## src/rtl/carrier_pll_loop_if.sv

```systemverilog
// rtl/carrier_pll_loop_if.sv - symbol input and loop output bundle for the carrier PLL
interface carrier_pll_loop_if #(
   parameter int WIDTH       = 16,
   parameter int PHASE_WIDTH = 32
);
   logic                    loop_en;
   logic [PHASE_WIDTH-1:0]  freq_init;
   logic                    sym_valid_in;
   logic signed [WIDTH-1:0] din_i;
   logic signed [WIDTH-1:0] din_q;
   logic signed [WIDTH+1:0] err_out;
   logic                    err_valid;
   logic [PHASE_WIDTH-1:0]  freq_out;
   logic [PHASE_WIDTH-1:0]  phase_out;
   logic                    lock;

   modport master (
      output loop_en, freq_init, sym_valid_in, din_i, din_q,
      input  err_out, err_valid, freq_out, phase_out, lock
   );

   modport slave (
      input  loop_en, freq_init, sym_valid_in, din_i, din_q,
      output err_out, err_valid, freq_out, phase_out, lock
   );
endinterface

```

## src/rtl/carrier_pll_loop.sv

```systemverilog
// rtl/carrier_pll_loop.sv - decision-directed carrier recovery: phase detector, PI filter, NCO, lock detect
module carrier_pll_loop #(
   parameter int WIDTH       = 16,
   parameter int PHASE_WIDTH = 32,
   parameter int KP_SHIFT    = 10,
   parameter int KI_SHIFT    = 2,
   parameter int LOCK_THR    = 64,
   parameter int LOCK_CNT    = 16
) (
   input logic               clk,
   input logic               rst,
   carrier_pll_loop_if.slave bus
);
   localparam int EW = WIDTH + 2;
   localparam int KW = EW + KI_SHIFT;
   localparam int SW = ((KW > PHASE_WIDTH) ? KW : PHASE_WIDTH) + 1;
   localparam int CW = $clog2(LOCK_CNT + 1);
   localparam logic signed [SW-1:0] INTEG_MAX = SW'({1'b0, {(PHASE_WIDTH-1){1'b1}}});
   localparam logic signed [SW-1:0] INTEG_MIN = ~INTEG_MAX;

   logic signed [EW-1:0]          err_q, err_d;
   logic                          err_valid_q, err_valid_d;
   logic signed [PHASE_WIDTH-1:0] integ_q, integ_d;
   logic [PHASE_WIDTH-1:0]        freq_q, freq_d;
   logic [PHASE_WIDTH-1:0]        phase_q, phase_d;
   logic [CW-1:0]                 cnt_q, cnt_d;
   logic                          lock_q, lock_d;

   logic signed [EW-1:0]   di_x, dq_x, term_i, term_q;
   logic                   upd;
   logic signed [SW-1:0]   sum_w;
   logic [PHASE_WIDTH-1:0] prop;
   logic [EW-1:0]          err_mag;
   logic [CW-1:0]          cnt_inc;

   // Stage 1: hard-decision phase detector, sI*Q - sQ*I at full precision
   always_comb begin
      di_x        = EW'(bus.din_i);
      dq_x        = EW'(bus.din_q);
      term_i      = bus.din_i[WIDTH-1] ? -dq_x : dq_x;
      term_q      = bus.din_q[WIDTH-1] ? -di_x : di_x;
      err_valid_d = bus.sym_valid_in;
      err_d       = bus.sym_valid_in ? (term_i - term_q) : err_q;
   end

   // Stage 2: PI filter and NCO; the integrator clamps rather than wraps
   always_comb begin
      upd   = err_valid_q & bus.loop_en;
      sum_w = SW'(integ_q) + (SW'(err_q) <<< KI_SHIFT);
      prop  = PHASE_WIDTH'(err_q) <<< KP_SHIFT;
      if (!bus.loop_en) begin
         integ_d = '0;
      end else if (!upd) begin
         integ_d = integ_q;
      end else if (sum_w > INTEG_MAX) begin
         integ_d = INTEG_MAX[PHASE_WIDTH-1:0];
      end else if (sum_w < INTEG_MIN) begin
         integ_d = INTEG_MIN[PHASE_WIDTH-1:0];
      end else begin
         integ_d = sum_w[PHASE_WIDTH-1:0];
      end
      freq_d  = bus.freq_init + integ_d;
      phase_d = phase_q + freq_q + (upd ? prop : '0);
   end

   // Lock detector runs on every detector output, open or closed loop
   always_comb begin
      err_mag = err_q[EW-1] ? EW'(-err_q) : EW'(err_q);
      cnt_inc = (cnt_q == CW'(LOCK_CNT)) ? cnt_q : cnt_q + 1'b1;
      cnt_d   = cnt_q;
      lock_d  = lock_q;
      if (err_valid_q) begin
         if (err_mag < EW'(LOCK_THR)) begin
            cnt_d = cnt_inc;
            if (cnt_inc == CW'(LOCK_CNT)) begin
               lock_d = 1'b1;
            end
         end else begin
            cnt_d  = '0;
            lock_d = 1'b0;
         end
      end
   end

   always_ff @(posedge clk) begin
      if (rst) begin
         err_q       <= '0;
         err_valid_q <= 1'b0;
         integ_q     <= '0;
         freq_q      <= bus.freq_init;
         phase_q     <= '0;
         cnt_q       <= '0;
         lock_q      <= 1'b0;
      end else begin
         err_q       <= err_d;
         err_valid_q <= err_valid_d;
         integ_q     <= integ_d;
         freq_q      <= freq_d;
         phase_q     <= phase_d;
         cnt_q       <= cnt_d;
         lock_q      <= lock_d;
      end
   end

   assign bus.err_out   = err_q;
   assign bus.err_valid = err_valid_q;
   assign bus.freq_out  = freq_q;
   assign bus.phase_out = phase_q;
   assign bus.lock      = lock_q;
endmodule

```

## src/flat_wrapper.sv

```systemverilog
// flat-port wrapper written by rule: the top's interface ports become plain ports
module carrier_pll_loop_flat 
#(
   parameter int WIDTH       = 16,
   parameter int PHASE_WIDTH = 32,
   parameter int KP_SHIFT    = 10,
   parameter int KI_SHIFT    = 2,
   parameter int LOCK_THR    = 64,
   parameter int LOCK_CNT    = 16
)
  (clk, rst, bus_loop_en, bus_freq_init, bus_sym_valid_in, bus_din_i, bus_din_q, bus_err_out, bus_err_valid, bus_freq_out, bus_phase_out, bus_lock);
  carrier_pll_loop_if #(.WIDTH(WIDTH), .PHASE_WIDTH(PHASE_WIDTH)) bus_i ();
  input logic clk;
  input logic rst;
  input wire logic [$bits(bus_i.loop_en)-1:0] bus_loop_en;
  input wire logic [$bits(bus_i.freq_init)-1:0] bus_freq_init;
  input wire logic [$bits(bus_i.sym_valid_in)-1:0] bus_sym_valid_in;
  input wire logic [$bits(bus_i.din_i)-1:0] bus_din_i;
  input wire logic [$bits(bus_i.din_q)-1:0] bus_din_q;
  output wire logic [$bits(bus_i.err_out)-1:0] bus_err_out;
  output wire logic [$bits(bus_i.err_valid)-1:0] bus_err_valid;
  output wire logic [$bits(bus_i.freq_out)-1:0] bus_freq_out;
  output wire logic [$bits(bus_i.phase_out)-1:0] bus_phase_out;
  output wire logic [$bits(bus_i.lock)-1:0] bus_lock;
  assign bus_i.loop_en = bus_loop_en;
  assign bus_i.freq_init = bus_freq_init;
  assign bus_i.sym_valid_in = bus_sym_valid_in;
  assign bus_i.din_i = bus_din_i;
  assign bus_i.din_q = bus_din_q;
  assign bus_err_out = bus_i.err_out;
  assign bus_err_valid = bus_i.err_valid;
  assign bus_freq_out = bus_i.freq_out;
  assign bus_phase_out = bus_i.phase_out;
  assign bus_lock = bus_i.lock;
  carrier_pll_loop #(.WIDTH(WIDTH), .PHASE_WIDTH(PHASE_WIDTH), .KP_SHIFT(KP_SHIFT), .KI_SHIFT(KI_SHIFT), .LOCK_THR(LOCK_THR), .LOCK_CNT(LOCK_CNT)) u_core (.clk(clk), .rst(rst), .bus(bus_i));
endmodule
```

## config.mk

```make
export PLATFORM = sky130hd
export DESIGN_NAME = carrier_pll_loop_flat
export DESIGN_NICKNAME = d
export VERILOG_FILES = /design/src/rtl/carrier_pll_loop_if.sv /design/src/rtl/carrier_pll_loop.sv /design/src/flat_wrapper.sv
export SDC_FILE = /design/constraint.sdc
export NUM_CORES = 1
export LEC_CHECK = 0
export BUFFER_PORTS_ARGS = -buffer_cell sky130_fd_sc_hd__buf_2
export CORE_ASPECT_RATIO = 1.1
export CORE_MARGIN = 2
export CORE_UTILIZATION = 55
export DETAILED_ROUTE_END_ITERATION = 10
export PLACE_DENSITY = 0.77
export REMOVE_ABC_BUFFERS = 1
export SLEW_MARGIN = 30
export SYNTH_ARGS = -nofsm -noshare
export SYNTH_HDL_FRONTEND = slang
export SYNTH_SLANG_ARGS = --single-unit
```

## constraint.sdc

```tcl
create_clock -name clk -period 5.82 [get_ports clk]
set_clock_uncertainty 0.05 [all_clocks]
set_input_delay 1.164 -clock clk [delete_from_list [all_inputs] [get_ports clk]]
set_output_delay 1.164 -clock clk [all_outputs]
set_load 0.01 [all_outputs]
```

==> flow_summary.yaml, run 1 <==
status:
  outcome: "finished, final reports clean"
timing:
  hold_viol: 0
  timing.final.max_slew_violations: 0
  worstMarginPinSlew_ns: 0.877
  tns_ns: 0
  fmax_mhz: 178
  finalCriticalPeriod_ns: 5.62
  setup_viol: 0
  max-slew-margin-rel_pct: 41.1
  period_share_pct: 96.6
worst_setup_path:
  end_kind: "flop"
  setup.worst_path.start: "u_core.bus.err_out[1]"
  crit_end: "u_core.bus.freq_out[29]"
  cp.required_ns: 6.08
  reg2reg_from: "u_core.bus.err_out[1]"
  critPathArrivalTime_ns: 5.89
  critical_path_class: "flop to flop"
  r2r_setup_slack_ns: 0.20
  r2r-end: "u_core.bus.freq_out[29]"
  critPathMaxFanout: 20
  rr_worst_depth: 20
  cp-start-kind: "flop"
logic_synthesis:
  syn_area_um2: 11100
  synth_cell_types: 78
  synth_seq_cells: 121
  ys_seq_area_share_pct: 21.8
  ys.flop_type: "dfxtp_1"
  yosysWarnings: 0
  synth_edf_count: 0
  synth_area_per_cell_um2: 7.92
  syn-instance-count: 1405
  ys_async_sr_fraction_pct: 0
flow_run:
  drv_cap: 0
power:
  p_comb_share_pct: 48.3
  pwr-share-seq_pct: 26.8
  swShare_pct: 39.4
  power_frac_clock_pct: 24.8
  total_power_mw: 4.16
  p_int_mw: 2.52
  power.switching_mw: 1.64
  power_density_nw_per_um2: 324
  vdd_ir_drop_max_uv: 241
  p_leak_nw: 6.13
global_route:
  antenna_found_initial: 1
  grt_overflow_total: 0
  track_usage_pct: 27.5
  grt_max_degree: 55
  grt_pass1_wl_um: 48800
  first_global_vias: 10277
die:
  core_um2: 19900
  die_area_um2: 21400
  die_y_um: 153
  pin_count: 152
  rows: 54
  fp.dieW_um: 140
  initial_core_util_pct: 56.0
routing:
  drt-vias-per-instance: 5.97
  first_pass_iters: 5
  wire_per_inst_um: 16.4
  final_antenna_net_count: 0
  route.detailed.drc: 0
  drtIter0Drc: 658
  vias: 10836
  wirelength_um: 29800
clock_network:
  cts_tree: "done"
  cts_buffer_depth: 2
  cts_root_buffer: "clkbuf_16"
  clock_sinks: 121
  clkTransAtPathRegs_ns: 0.06
  cts-hold-fix-buffers: 0
  htree_levels: 4
  insertion_delay_ns: 0.42
  cts_made_buffers: 17
place:
  dp_hpwl_um: 23100
  io_buffer_count: 151
  gp_congestion: 0.937
layout:
  nNetsFinal: 1766
  layout_common_cells: "buf_2, a21oi_1, nor2_1, nand2_1, ha_1"
  drive_gt1_share_pct: 15.8
  fill_cells: 1733
  layout_commonest_cell: "buf_2"
  area_growth_pct: 15.4
worst_hold_path:
  holdCritPathClass: "flop to flop"
-- worst min path at each step --
| stage | start | end | depth (start not counted) |
|---|---|---|---|
| global route | u_core.integ_q[0] | u_core.integ_q[0] | 2 |
| detailed placement | u_core.integ_q[0] | u_core.integ_q[0] | 2 |
| finish | u_core.integ_q[0] | u_core.integ_q[0] | 2 |
| CTS | u_core.integ_q[0] | u_core.integ_q[0] | 2 |
| floorplan | u_core.integ_q[0] | u_core.integ_q[0] | 2 |
| global placement | u_core.integ_q[0] | u_core.integ_q[0] | 2 |
-- flip-flops by register name (all words and copies together) (netlist names) --
name and cells:
u_core.integ_q 32, u_core.bus.freq_out 32, u_core.bus.err_out 18, u_core.bus.err_valid 1
u_core.cnt_q 5, u_core.bus.lock 1, u_core.bus.phase_out 32
-- power by group through the flow --
stage,clock [mW],sequential [mW],combinational [mW]
2_1_floorplan,0,1.19,1.37
3_3_place_gp,0,1.13,1.93
3_5_place_dp,0,1.13,1.98
4_1_cts,1.04,1.12,1.99
5_1_grt,1.08,1.14,2.24
6_report,1.03,1.12,2.01
-- through the flow --
stage	cell area [µm²]	instances	hold slack (ns)	utilization, %	worst slack, ns
after floorplan	10900	1352	0.397	-	-0.113
after global placement	12200	1780	0.407	61.3	0.275
after detailed placement	12200	1780	0.429	61.4	0.102
after CTS	12800	1811	0.443	64.2	0.0133
after global routing	12800	1816	0.465	64.6	-0.0274
final	12800	1816	0.448	64.6	0.196
-- cells by family (layout without fill, tap and decap cells) --
kind of cell / after synthesis / in the layout / synth area share, %
AOI/OAI and AO/OA: 476 / 476 / 26.7
muxes: 13 / 13 / 1.21
DFF: 121 / 121 / 21.8
and+or+nand+nor: 451 / 451 / 20.1
xor gates and xnor gates: 112 / 112 / 8.82
buffers and inverters: 85 / 243 / 3.08
adders and majority gates: 147 / 147 / 18.2
other: 0 / 1 / 0
-- critical path, stage by stage, from the launching register on --
cell	delay, ns
dfxtp_1	0.40
ha_1	0.28
a211oi_2	0.31
o21bai_1	0.17
o211ai_1	0.25
o311a_1	0.28
o21ai_4	0.08
a21oi_2	0.21
mux2_2	0.44
a21oi_2	0.19
buf_12	0.20
a21oi_1	0.08
ha_1	0.35
a2111oi_1	0.43
nand2_1	0.15
a221o_1	0.43
o2111a_1	0.33
nor3_4	0.22
o311ai_1	0.18
xor2_1	0.18
mux2_2	0.28
-- routing by layer --
layer  vias up  GRT usage [%]  routed length [µm]
met4         0           10.0                 905
met1      5010           35.2               13300
met5         -              0                   0
met3        66           5.23                1760
li1       5424              -                   -
met2       336           46.4               13900
-- what timing repair did --
action,in CTS,in global routing
setup buffers,0,4
endpoints found under the hold margin,0,0
endpoints found under the setup margin,0,6
resized for setup,0,11
-- area by class of cell --
class | count | area (µm²) | share of cell area [%]
Clock inverter | 7 | 66.3 | 0.517
Antenna cell | 1 | 2.50 | 0.0195
Inverter | 32 | 120 | 0.936
Clock buffer | 24 | 502 | 3.91
Tap cell | 252 | 315 | 2.46
Multi-Input combinational cell | 1199 | 8420 | 65.6
Sequential cell | 121 | 2420 | 18.9
Timing Repair Buffer | 180 | 988 | 7.70
-- cell usage after synthesis, types with 9 or more instances --
cell type / number / area share, %
o21bai_1: 11 / 0.74
nand4_1: 9 / 0.51
o21a_1: 24 / 1.6
xnor2_1: 73 / 5.7
and2_1: 11 / 0.62
nor3_1: 24 / 1.1
ha_1: 122 / 14
nand2_1: 122 / 4.1
xor2_1: 39 / 3.1
mux2i_1: 9 / 0.81
o21ai_1: 30 / 1.3
a31oi_1: 16 / 0.90
fa_1: 25 / 4.5
nor4_1: 9 / 0.51
nor2_1: 125 / 4.2
nand3_1: 20 / 0.90
a21oi_1: 127 / 5.7
nand2b_1: 21 / 1.2
o21ai_0: 112 / 5.0
and3_1: 32 / 1.8
inv_1: 31 / 1.0
a21o_1: 47 / 3.2
o211ai_1: 12 / 0.81
clkbuf_1: 39 / 1.3
or3_1: 16 / 0.90
dfxtp_1: 121 / 22
o31ai_1: 13 / 0.88
a211o_1: 9 / 0.71
a211oi_1: 26 / 1.8
nor2b_1: 21 / 1.2
No activity file was read; power rests on OpenSTA's default activity.
==> inputs of run 2 (changes only) <==
--- a/config.mk
+++ b/config.mk
@@ -8,9 +8,8 @@
 export BUFFER_PORTS_ARGS = -buffer_cell sky130_fd_sc_hd__buf_2
 export CORE_ASPECT_RATIO = 1.1
 export CORE_MARGIN = 2
-export CORE_UTILIZATION = 55
+export CORE_UTILIZATION = 37
 export DETAILED_ROUTE_END_ITERATION = 10
-export PLACE_DENSITY = 0.77
 export REMOVE_ABC_BUFFERS = 1
 export SLEW_MARGIN = 30
 export SYNTH_ARGS = -nofsm -noshare
==> run 2 against run 1 <==
  * Utilization is 21 points lower
  * Register-to-register slack better by 0.06 ns
  * Critical path depth is 1 higher
  * Global-route usage is 7.4 points lower
  * First-iteration DRC count is 7.4% higher
  * Critical endpoint is now u_core.bus.freq_out[30]
  * Design area is 1.5% higher
  * Wire length is 6.4% higher
==> flow_summary.yaml, run 2 (synthesized netlist as in run 1, its figures left out) <==
routing:
  vias: 10663
  route.detailed.drc: 0
  wire_per_inst_um: 16.4
  drtIter0Drc: 707
  final_antenna_net_count: 0
  wirelength_um: 31800
  drt-vias-per-instance: 5.49
  first_pass_iters: 5
timing:
  finalCriticalPeriod_ns: 5.57
  max-slew-margin-rel_pct: 37.9
  grt_setup_unrepaired: "false"
  hold_viol: 0
  setup_viol: 0
  worstMarginPinSlew_ns: 0.924
  hold_slack_ns: 0.430
  timing.final.max_slew_violations: 0
  fmax_mhz: 180
  period_share_pct: 95.6
global_route:
  track_usage_pct: 20.1
  antenna_found_initial: 1
  grt_overflow_total: 0
  grt_max_degree: 56
  first_global_vias: 10076
  grt_pass1_wl_um: 50500
die:
  pin_count: 152
  fp.dieW_um: 169
  die_area_um2: 31500
  initial_core_util_pct: 37.6
  core_um2: 29600
  die_y_um: 186
  rows: 66
worst_setup_path:
  critical_path_class: "flop to flop"
  end_kind: "flop"
  critPathArrivalTime_ns: 5.89
  cp_cell_sequence: "ha_1 > fa_1 > a211oi_2 > o21ai_1 > o211a_2 > o31a_1 > a31o_1 > and2_1 > a21oi_2 > buf_6 > a21oi_1 > ha_1 > and3_1 > nor2b_1 > or4_1 > o21ai_2 > a21o_1 > a31oi_1 > a31o_1 > or4_1 > nand3_1"
  cp-start-kind: "flop"
  slowest_stage: "or4_1"
  cp.required_ns: 6.14
  critPathMaxFanout: 7
  max_stage_delay_ns: 0.51
layout:
  area_growth_pct: 17.2
  multiInputGateArea_um2: 8410
  layout_common_cells: "buf_2, a21oi_1, nor2_1, nand2_1, ha_1"
  regArea_um2: 2420
  fill_cells: 2989
  layout_commonest_cell: "buf_2"
  nNetsFinal: 1768
  drive_gt1_share_pct: 16.0
clock_network:
  insertion_delay_ns: 0.43
  cts_made_buffers: 17
  htree_levels: 4
  clock_sinks: 121
  clkTransAtPathRegs_ns: 0.06
  cts_root_buffer: "clkbuf_16"
  cts_buffer_depth: 2
  cts_tree: "done"
worst_hold_path:
  holdCritPathClass: "flop to flop"
power:
  power_density_nw_per_um2: 326
  total_power_mw: 4.24
  vdd_ir_drop_max_uv: 222
  p_leak_nw: 6.15
place:
  io_buffer_count: 151
  gp_congestion: 0.930
  dp_hpwl_um: 25100
flow_run:
  drv_cap: 0
status:
  outcome: "finished, final reports clean"
-- run 2: cell count changes in the layout (fill, tap and decap cells not counted), sizes merged --
cell,change
bufinv,+2
clkinv,+1
clkbuf,-3
clkinvlp,+1
buf,+2
-- run 2: metal layers --
layer / part of all wire (%) / GRT usage, % / vias to the layer above
met5: 0 / 0 / -
met4: 2.0 / 6.50 / 0
met3: 6.1 / 3.68 / 30
met2: 46 / 33.8 / 286
met1: 46 / 26.2 / 4914
li1: - / - / 5433
-- run 2: what timing repair did --
action | 4_1_cts | 5_1_grt
gates resized for setup | 0 | 13
setup endpoints to repair | 0 | 7
buffers inserted | 0 | 1
hold buffers | 0 | 0
-- run 2: worst max-delay path, delay by kind of cell, from the launching register on --
family,cells,cell delay (ns)
adder cells (fa/ha/maj),3,1.03
AO/OA/AOI/OAI,11,2.28
AND/OR/NAND/NOR,6,1.65
flip-flops,1,0.32
buffers and inverters,1,0.17
-- run 2: report_power, final --
part	switching, mW	internal (mW)
clock	0.415	0.695
sequential	0.131	0.984
combinational	1.12	0.894
total	1.67	2.57
-- run 2: path summary, 6_finish.rpt --
kind | from | endpoint | slack, ns | cells past startpoint
setup / recovery | u_core.integ_q[2] | u_core.bus.freq_out[30] | 0.25 | 21
hold reg to reg | u_core.integ_q[0] | u_core.integ_q[0] | 0.43 | 2
hold / removal | u_core.integ_q[0] | u_core.integ_q[0] | 0.43 | 2
setup reg to reg | u_core.integ_q[2] | u_core.bus.freq_out[30] | 0.25 | 21
-- run 2: stage by stage --
step | util [%] | TNS, ns | area [µm²] | cells | worst slack (ns)
5_1_grt | 44.1 | 0 | 13000 | 1941 | 0.00397
4_1_cts | 43.9 | 0 | 13000 | 1938 | 0.0923
2_1_floorplan | - | -0.216 | 10900 | 1352 | -0.113
3_3_place_gp | 41.8 | 0 | 12400 | 1906 | 0.228
6_report | 44.1 | 0 | 13000 | 1941 | 0.255
3_5_place_dp | 41.8 | 0 | 12400 | 1906 | 0.146
-- run 2: layout make-up --
type	instances	area share, %
Clock buffer	21	3.53
Tap cell	374	3.59
Timing Repair Buffer	182	7.64
Inverter	32	0.922
Multi-Input combinational cell	1199	64.6
Sequential cell	121	18.6
Antenna cell	1	0.0192
Clock inverter	11	1.12
==> inputs of run 3 (changes only) <==
--- a/config.mk
+++ b/config.mk
@@ -5,6 +5,7 @@
 export SDC_FILE = /design/constraint.sdc
 export NUM_CORES = 1
 export LEC_CHECK = 0
+export ABC_AREA = 1
 export BUFFER_PORTS_ARGS = -buffer_cell sky130_fd_sc_hd__buf_2
 export CORE_ASPECT_RATIO = 1.1
 export CORE_MARGIN = 2
==> run 3 against run 2 <==
  * Register-to-register slack better by 0.37 ns
  * Clock power about the same
  * First-iteration DRC count up 3.3%
  * Critical path type unchanged
  * Largest cell class unchanged
==> flow_summary.yaml, run 3 <==
place:
  gp_congestion: 0.960
  dp.cells: 2522
  place_ws_ns: 0.322
  dp_hpwl_um: 35700
  placed_area_um2: 13500
  io_buffer_count: 151
layout:
  nNetsFinal: 2324
  diodes: 0
  layout_commonest_cell: "nand2_1"
  drive_gt1_share_pct: 12.8
  area_growth_pct: 14.8
  fill_cells: 3545
  layoutNonFillerInstCount: 2554
  final_util_pct: 42.8
  finalInstanceArea_um2: 14100
  layout_common_cells: "nand2_1, inv_1, nor2_1, a21oi_1, buf_2"
power:
  p_leak_nw: 7.57
  vdd_ir_drop_max_uv: 193
  total_power_mw: 4.32
  power_density_nw_per_um2: 306
logic_synthesis:
  yosysWarnings: 0
  ys_seq_area_share_pct: 19.7
  yosys.area_share.simple_pct: 32.5
  synth_top_area_share_pct: 19.7
  yosysMostFrequentCell: "nand2_1"
  synth_top_cells_by_area: "dfxtp_1, nand2_1, ha_1"
  syn_area_um2: 12300
  post-synth-top-area-cell: "dfxtp_1"
  synth_common_cells: "nand2_1, inv_1, nor2_1"
  synth_edf_count: 0
  synth_compound_area_share_pct: 17.4
  synth_top_family_by_area: "simple AND/OR/NAND/NOR gates"
  ys.flop_type: "dfxtp_1"
  synth_cell_types: 46
  synth_adder_area_share_pct: 16.5
  syn-instance-count: 1962
  synth.area.mux_share_pct: 0
  synth_xor_area_share_pct: 4.27
  synth_seq_cells: 121
  ys_async_sr_fraction_pct: 0
  synth_area_per_cell_um2: 6.27
worst_setup_path:
  timing.critical_path.buf_inv: 3
  critical_path_class: "flop to flop"
  cp.required_ns: 6.14
  end_kind: "flop"
  critPathMaxFanout: 19
  critPathArrivalTime_ns: 5.52
  slowest_stage: "nor3_1"
  cp-start-kind: "flop"
  cp_common_cell: "nand2_1"
  max_stage_delay_ns: 0.65
  cp_top_family: "simple AND/OR/NAND/NOR gates"
  reg2reg_from: "u_core.bus.err_out[17]"
  setup.worst_path.start: "u_core.bus.err_out[17]"
  cp_cell_sequence: "ha_1 > nand2_2 > inv_1 > a21oi_1 > nand2_1 > a21oi_1 > nand3_1 > nand2_1 > nor2_2 > nor2_2 > buf_4 > nand2_2 > nand2_2 > inv_2 > ha_1 > nand2_1 > nor3_1 > o21ai_0 > nand3_1 > nand2_1 > nand2_1 > or2_2 > nand3_1 > nand2_1"
timing:
  max-slew-margin-rel_pct: 42.6
  worstMarginPinSlew_ns: 0.857
  setup_viol: 0
  tns_ns: 0
  fmax_mhz: 192
  period_share_pct: 89.3
  fin_ws_ns: 0.623
  timing.final.max_slew_violations: 0
  grt_setup_unrepaired: "false"
  hold_viol: 0
  finalCriticalPeriod_ns: 5.20
  hold_slack_ns: 0.434
die:
  core_um2: 33000
  die_area_um2: 34700
  fp.dieW_um: 178
  initial_core_util_pct: 37.3
  rows: 70
  pin_count: 152
  die_y_um: 195
routing:
  drtIter0Drc: 730
  route.detailed.drc: 0
  wire_per_inst_um: 16.6
  final_antenna_net_count: 0
  drt-vias-per-instance: 5.14
  first_pass_iters: 7
  vias: 13126
  wirelength_um: 42500
global_route:
  grt_max_degree: 48
  track_usage_pct: 24.3
  grt_overflow_total: 0
  first_global_vias: 12863
  grt_pass1_wl_um: 66100
  antenna_found_initial: 0
clock_network:
  clkTransAtPathRegs_ns: 0.06
  cts_made_buffers: 17
  cts-hold-fix-buffers: 0
  cts_buffer_depth: 2
  cts_root_buffer: "clkbuf_16"
  cts_resized: 0
  clock_sinks: 121
  insertion_delay_ns: 0.43
  htree_levels: 4
  cts_setup_buffers: 0
  cts_tree: "done"
worst_hold_path:
  min_from: "u_core.bus.lock"
  holdCritPathClass: "flop to flop"
status:
  outcome: "finished, final reports clean"
flow_run:
  drv_cap: 0
run 3: cells by family (layout without fill, tap and decap cells):
kind of cell,after synthesis,in the layout
and+or+nand+nor,934,934
buffers and inverters,312,472
xor gates and xnor gates,60,60
DFF,121,121
adders and majority gates,147,147
AOI/OAI and AO/OA,388,388
run 3: per-layer routing:
metal | routed length, µm | track usage [%] | vias to the layer above
met2 | 20700 | 43.5 | 387
met3 | 2060 | 2.92 | 82
met4 | 1640 | 10.9 | 0
met5 | 0 | 0 | -
met1 | 18100 | 28.8 | 5956
li1 | - | - | 6701
run 3: cell type report:
cell class,instances,area [µm²],area share [%]
Timing Repair Buffer,163,848,6.00
Inverter,277,1040,7.36
Multi-Input combinational cell,1529,8680,61.4
Tap cell,432,541,3.82
Clock buffer,23,478,3.38
Clock inverter,9,120,0.850
Sequential cell,121,2420,17.1
run 3: worst register-to-register path, stage by stage (launching register included):
cell and delay [ns]:
dfxtp_2 0.61, ha_1 0.38, nand2_2 0.13, inv_1 0.05
a21oi_1 0.19, nand2_1 0.10, a21oi_1 0.21, nand3_1 0.13
nand2_1 0.13, nor2_2 0.06, nor2_2 0.53, buf_4 0.30
nand2_2 0.06, nand2_2 0.09, inv_2 0.04, ha_1 0.36
nand2_1 0.19, nor3_1 0.65, o21ai_0 0.25, nand3_1 0.25
nand2_1 0.08, nand2_1 0.07, or2_2 0.10, nand3_1 0.06
nand2_1 0.09
run 3: final timing paths:
kind / end / slack, ns / cells after the start
worst min-delay path: u_core.bus.lock / 0.43 / 2
worst max-delay path: u_core.bus.freq_out[26] / 0.62 / 24
worst max register to register: u_core.bus.freq_out[26] / 0.62 / 24
worst min register to register: u_core.bus.lock / 0.43 / 2
run 3: where the power goes:
part / switching [mW] / total, mW / leakage, nW / internal, mW
combinational: 1.35 / 2.10 / 6.26 / 0.752
clock: 0.395 / 1.10 / 0.300 / 0.702
sequential: 0.146 / 1.12 / 1.00 / 0.976
